**src/rtl/mux4to1_rr.sv**
```systemverilog
// Four-lane packet collector: round-robin grant per packet, lane locked until its last beat,
// single registered output stage tagged with the source lane index.
module mux4to1_rr #(
  parameter int WIDTH = 8
) (
  input  logic               clk,
  input  logic               rst,
  input  logic [3:0]         in_valid,
  input  logic [4*WIDTH-1:0] in_data,
  input  logic [3:0]         in_last,
  output logic [3:0]         in_ready,
  output logic               out_valid,
  output logic [WIDTH-1:0]   out_data,
  output logic               out_last,
  output logic [1:0]         out_sel,
  input  logic               out_ready
);

  typedef enum logic {ARB, HOLD} state_t;

  state_t             state_reg, state_next;
  logic [1:0]         ptr_reg, ptr_next;
  logic [1:0]         owner_reg, owner_next;
  logic               out_valid_reg, out_valid_next;
  logic [WIDTH-1:0]   out_data_reg, out_data_next;
  logic               out_last_reg, out_last_next;
  logic [1:0]         out_sel_reg, out_sel_next;

  logic [WIDTH-1:0]   lane_data [4];
  logic               load_en;
  logic               hit;
  logic [1:0]         grant;
  logic [1:0]         idx;
  logic               take;

  genvar gi;
  generate
    for (gi = 0; gi < 4; gi++) begin : g_lane
      assign lane_data[gi] = in_data[gi*WIDTH +: WIDTH];
      assign in_ready[gi]  = take && (grant == 2'(gi));
    end
  endgenerate

  assign load_en = !out_valid_reg || out_ready;
  assign take    = hit && load_en && !rst;

  // Descending scan so the last overwrite is the first valid lane at or after ptr.
  always_comb begin
    hit   = 1'b0;
    grant = 2'd0;
    idx   = 2'd0;
    if (state_reg == HOLD) begin
      hit   = in_valid[owner_reg];
      grant = owner_reg;
    end else begin
      for (int k = 3; k >= 0; k--) begin
        idx = ptr_reg + 2'(k);
        if (in_valid[idx]) begin
          hit   = 1'b1;
          grant = idx;
        end
      end
    end
  end

  always_comb begin
    state_next     = state_reg;
    ptr_next       = ptr_reg;
    owner_next     = owner_reg;
    out_valid_next = out_valid_reg;
    out_data_next  = out_data_reg;
    out_last_next  = out_last_reg;
    out_sel_next   = out_sel_reg;
    if (take) begin
      out_valid_next = 1'b1;
      out_data_next  = lane_data[grant];
      out_last_next  = in_last[grant];
      out_sel_next   = grant;
      ptr_next       = grant + 2'd1;
      if (in_last[grant]) begin
        state_next = ARB;
      end else begin
        state_next = HOLD;
        owner_next = grant;
      end
    end else if (out_ready) begin
      out_valid_next = 1'b0;
    end
  end

  always_ff @(posedge clk) begin
    if (rst) begin
      state_reg     <= ARB;
      ptr_reg       <= 2'd0;
      owner_reg     <= 2'd0;
      out_valid_reg <= 1'b0;
      out_data_reg  <= '0;
      out_last_reg  <= 1'b0;
      out_sel_reg   <= 2'd0;
    end else begin
      state_reg     <= state_next;
      ptr_reg       <= ptr_next;
      owner_reg     <= owner_next;
      out_valid_reg <= out_valid_next;
      out_data_reg  <= out_data_next;
      out_last_reg  <= out_last_next;
      out_sel_reg   <= out_sel_next;
    end
  end

  assign out_valid = out_valid_reg;
  assign out_data  = out_data_reg;
  assign out_last  = out_last_reg;
  assign out_sel   = out_sel_reg;

endmodule

```
**config.mk**
```make
export PLATFORM = sky130hd
export DESIGN_NAME = mux4to1_rr
export DESIGN_NICKNAME = d
export VERILOG_FILES = /design/src/rtl/mux4to1_rr.sv
export SDC_FILE = /design/constraint.sdc
export NUM_CORES = 1
export LEC_CHECK = 0
export CAP_MARGIN = 10
export CORE_MARGIN = 2
export CORE_UTILIZATION = 35
export CTS_CLUSTER_DIAMETER = 50
export DETAILED_ROUTE_END_ITERATION = 8
export GPL_TIMING_DRIVEN = 0
export PLACE_DENSITY_LB_ADDON = 0.12
export SYNTH_ARGS = -nofsm -noshare
export SYNTH_HDL_FRONTEND = slang
export SYNTH_SLANG_ARGS = --single-unit
```
**constraint.sdc**
```tcl
create_clock -name clk -period 2 [get_ports clk]
set_clock_uncertainty 0.2 [all_clocks]
set_input_delay 0.4 -clock clk [delete_from_list [all_inputs] [get_ports clk]]
set_output_delay 0.4 -clock clk [all_outputs]
set_load 0.01 [all_outputs]
```
### Word-level counts from Yosys, hierarchy flattened

Cells that the tools add are included.

| word-level totals | value |
|---|---|
| register bits | 17 |
| bits in latches | 0 |
| bits in writable memories | 0 |
| bits in read-only memories | 0 |
| output and inout port bits | 16 |
| memories kept | 0 |

| operators by class | value |
|---|---|
| $add $sub $neg | 4 |
| multiply operators | 0 |
| divide/modulo/power cells | 0 |
| $lt $le $gt $ge | 7 |
| equal/unequal tests | 3 |
| shift-type cells | 0 |
| multiplexer cells | 28 |
| bitwise operators | 2 |
| reductions and logical operators | 12 |

Operators with widths:

| kind | count |
|---|---|
| less-than comparator 2 x 3 -> 1 bit (second input constant) | 6 |
| binary-select mux 8 bit (select 2 bit) | 1 |
| 2-to-1 mux 8 bit | 2 |
| 2-to-1 mux 1 bit | 14 |
| binary-select mux 1 bit (select 2 bit) | 6 |
| 2-to-1 mux 2 bit | 5 |
| logical AND 1 bit | 6 |
| adder 2 x 1 -> 2 bit (second input constant) | 2 |
| adder 2 bit (second input constant) | 2 |
| equality test 2 bit (second input constant) | 2 |
| greater-or-equal comparator 3 bit (second input constant) | 1 |
| NOT 2 -> 3 bit | 1 |
| equality test 2 x 1 -> 1 bit (second input constant) | 1 |
| zero test 1 bit | 2 |
| zero test 2 bit | 1 |
| AND reduction 2 bit | 1 |
| nonzero test 2 bit | 1 |
| logical OR 1 bit | 1 |
| NOT 1 bit | 1 |

### Longest topological paths before layout

| depth | value |
|---|---|
| depth in word-level cells | 12 |
| gate-level depth with buffers | 9 |

### Worst setup path after synthesis

OpenSTA, ideal clock, no wires.

| timing | value |
|---|---|
| path kind | input port to output port |
| start | input port in_valid[1] |
| end | output port in_ready[1] |
| arrival time | 1625 ps |
| required time | 1400 ps |
| path slack | -225 ps |
| cell stages on the path | 8 |
| path buffers | 1 |
| cell sequence | a21boi_0 a211oi_1 o221ai_2 nand2_2 buf_2 inv_1 ha_1 and2_1 |

RTL lines:

| item | RTL line | source |
|---|---|---|
| start: declaration | 8 | `input logic [3:0] in_valid,` |
| binary-select mux 1 bit (select 2 bit) | 58 | `if (in_valid[idx]) begin` |
| 2-to-1 mux 1 bit (implied by the code) | 58 |  |
| 2-to-1 mux 2 bit (3 in a row) | 58 |  |
| 2-to-1 mux 2 bit (*) | 58 |  |
| 2-to-1 mux 2 bit (*) | 52 | `if (state_reg == HOLD) begin` |
| net grant[0] | 32 | `logic [1:0] grant;` |
| equality test 2 x 1 -> 1 bit (*) | 40 | `assign in_ready[gi] = take && (grant == 2'(gi));` |
| logical AND 1 bit (*) | 40 |  |
| end: declaration | 11 | `output logic [3:0] in_ready,` |

Mark *: on every way through the listed nets, which the timed path passes. The rest lies on a longest branch. The select of a mux whose other input is x is not followed.

### Worst setup path after layout

| timing | value |
|---|---|
| start | register ptr_reg[1] |
| end | output port in_ready[0] |

| on the way | value |
|---|---|
| word-level cells in the longest chain between the ends | 11 |

Ends and longest elaborated chain:

| item | RTL line | source |
|---|---|---|
| start: declaration | 22 | `logic [1:0] ptr_reg, ptr_next;` |
| start signal: assignment | 102 | `ptr_reg <= ptr_next;` |
| adder 2 bit | 57 | `idx = ptr_reg + 2'(k);` |
| binary-select mux 1 bit (select 2 bit) | 58 |  |
| 2-to-1 mux 1 bit (implied by the code) | 58 |  |
| 2-to-1 mux 1 bit (4 in a row) | 58 |  |
| 2-to-1 mux 1 bit | 52 |  |
| logical AND 1 bit (2 in a row) | 45 | `assign take = hit && load_en && !rst;` |
| logical AND 1 bit (*) | 40 |  |

Every way passes the cells marked *; elsewhere a longest branch is shown, timed or not. The select of a mux whose other input is x is not followed.

==> run_results.csv <==
group,metric,value,unit
placement,gp_congestion,0.8563,
clock_network,root_buffer,"clkbuf_4",
sta,timing.final.hold_violations,0,
finish,final_cell_mix,"clkdlybuf4s50_1 (49), and3_1 (17), a211oi_2 (16), dfxtp_1 (14), buf_4 (11)",
setup_path,crit_slowest_cell,"dfxtp_4",
sta,fmax,0.3986,GHz
logic_synthesis,synth_edf_count,0,
clock_network,clkLatencyLatePin,290,ps
logic_synthesis,synth_top_cell_by_area,"dfxtp_1",
detailed_routing,vias,1486,
detailed_routing,postRouteAntennaNets,0,
sta,tightest_slew,512.5,ps
die,initial_utilization,0.3684,
sta,tns,-2153,ps
setup_path,path_cells,"and3b_1 -> a211oi_2 -> o221ai_2 -> nand2_2 -> buf_8 -> buf_6 -> ha_4 -> and2_4 -> buf_6",
logic_synthesis,syn_area,0.001249,sq mm
finish,diodes,0,
sta,whs,273.2,ps
logic_synthesis,synthDistinctLibCells,45,
global_route,grtUsageMet1,0.2670,
logic_synthesis,syn_inst,148,
finish,fill_cells,273,
finish,drive_above_1_share,0.3600,
sta,period_needed,2508,ps
detailed_routing,drt-total-wl,4490,um
die,die_w,63.73,um
clock_network,cts_buffer_depth,2,
placement,hpwl,2862,um
sta,rsz0062_at_grt,"true",
sta,period_share,1.254,
setup_path,cpPeakStageDelay,390,ps
global_route,grt_usage,0.2077,
finish,syn2layout_area_growth,83.77,%
global_route,first_global_vias,1403,
clock_network,hold_buffers,0,
placement,placement.io_buffers,58,
finish,largest_register_ffs,8,
setup_path,cpMostUsedCell,"buf_6",
clock_network,cts.clk_slew.worst_paths,90,ps
power_and_ir_drop,ir_drop,0.0006428,V
die,dieArea,0.004062,sq mm
detailed_routing,dr.first_iter.drc_count,65,
global_route,grt_pass1_wl,6693,um
finish,final_nets,273,
die,die-height,63.73,um
setup_path,startpoint_type,"flip-flop",
outcome,violations,"setup timing",
logic_synthesis,ys_seq_area_frac,0.2725,
logic_synthesis,yosysWarnings,0,
clock_network,cts_htree_levels,1,
power_and_ir_drop,leakage,0.9380,nW
finish,layout_commonest_cell,"clkdlybuf4s50_1",
global_route,grt_util_met2,0.3671,
setup_path,critPathMaxFanout,6,
finish,final_area,0.002295,sq mm
sta,postLayoutSetupSlackWorst,-508.5,ps
detailed_routing,drc,0,
logic_synthesis,syn_nets,195,
setup_path,cp.required,1400,ps
die,io_pins,59,
global_route,use_met3,0.02113,
logic_synthesis,ys_seq_elements,17,
setup_path,arrival,1910,ps
global_route,grt_start_max_net_pins,11,
placement,place_ws,-1349,ps
logic_synthesis,syn_area_per_cell,8.437,sq um
logic_synthesis,ys_top_cells_by_area,"dfxtp_1 (27%), a211oi_1 (10%), and3_1 (8.5%)",
die,core,0.003390,sq mm
logic_synthesis,synth-main-ff-cell,"dfxtp_1",
outcome,outcome,"complete, but fails checks",
detailed_routing,viasPerCell,5.483,
clock_network,cts_sinks,17,
clock_network,numCtsBuffers,3,
detailed_routing,drt_pre_antenna_iters,4,
global_route,busiest_layer,"met2",
global_route,overflow,0,
power_and_ir_drop,p_per_area,861.5,mW/mm^2
placement,place_area,0.001964,sq mm
setup_path,worstSetupPathType,"reg -> out",
global_route,antenna_found_initial,0,
sta,slew-limit-headroom,0.6584,
logic_synthesis,async_flop_share,0,
run,cap_violations,0,
setup_path,cp-end-kind,"output port",
clock_network,cts_tree,"done",
die,fp-row-count,21,
sta,finalSetupViolCount,8,
logic_synthesis,netlist.area_leader.share,0.2725,
detailed_routing,wl_per_cell,16.57,um
sta,slew_viol_final,0,
worst_hold_path,holdCritPathClass,"reg -> reg",
## area by class of cell
cell class | instances | area, sq um | share of cell area
multi-input combinational | 113 | 1013 | 0.4417
timing repair buffer | 73 | 716.9 | 0.3124
sequential | 17 | 349.1 | 0.1521
buffer | 11 | 92.59 | 0.04035
tap | 46 | 57.56 | 0.02508
inverter | 7 | 38.79 | 0.01690
clock buffer | 4 | 26.28 | 0.01145
## worst paths after layout
kind	startpoint	end	slack (ps)	cells after the start
max	ptr_reg[1]$_SDFFE_PP0P_	in_ready[0]	-510	9
min	out_data[5]$_SDFFE_PP0P_	out_data[5]$_SDFFE_PP0P_	270	2
max reg2reg	state_reg$_SDFFE_PP0P_	owner_reg[0]$_SDFFE_PP0P_	-120	7
min reg2reg	out_data[5]$_SDFFE_PP0P_	out_data[5]$_SDFFE_PP0P_	270	2
## critical path: cells and delay by family (launching register included)
kind / cells / cell delay (ps)
fa+ha+maj: 1 / 140
simple gates: 3 / 420
flops: 1 / 390
compound gates: 2 / 300
buf+inv: 3 / 390
## cells in the mapped netlist, types with 2 or more instances
cell type  count
nand2_1        4
clkbuf_1       3
and2_1         4
a21oi_1        3
a211oi_1      17
buf_4          2
inv_1          6
mux2i_1        4
a21boi_0       2
dfxtp_1       17
o211a_1        2
o21ai_0        3
nand3_1        9
o21a_1         2
nor2_1         6
o21ai_1        2
and3_1        17
buf_2          5
ha_1           4
o31ai_1        9
nor2b_1        3
## power by group
| group | total, mW | internal (mW) | switching [mW] |
|---|---|---|---|
| clock network | 0.184 | 0.0774 | 0.107 |
| logic | 1.31 | 0.678 | 0.628 |
| registers | 0.487 | 0.431 | 0.0562 |
| total | 1.98 | 1.19 | 0.791 |
## repair_timing
| action | in CTS | in global routing |
|---|---|---|
| setup endpoints to repair | 21 | 16 |
| resized for setup | 70 | 13 |
| endpoints found under the hold margin | 0 | 0 |
| buffers inserted | 12 | 5 |
| pin swaps | 13 | 13 |
## stage by stage
step / instances / power, mW / utilization
6_report: 271 / 1.977 / 0.6770
5_1_grt: 271 / 2.095 / 0.6770
4_1_cts: 268 / 1.858 / 0.6460
3_5_place_dp: 252 / 1.470 / 0.5796
3_3_place_gp: 252 / 1.444 / 0.5796
2_1_floorplan: 148 / 1.088 / -
## cell families after synthesis
logic type                 count (synthesis)  synth area share
adders and majority gates                  4           0.04008
DFF                                       17            0.2725
buffers and inverters                     18           0.07113
muxes                                      5           0.05311
AOI/OAI and AO/OA                         49            0.3046
and+or+nand+nor                           55            0.2585
## routing by layer
layer / part of all wire / wire length (um)
met3: 0.055 / 249
met1: 0.43 / 1922
met5: 0 / 0
met2: 0.50 / 2264
met4: 0.012 / 54
Power figures use the tool's default switching activity.
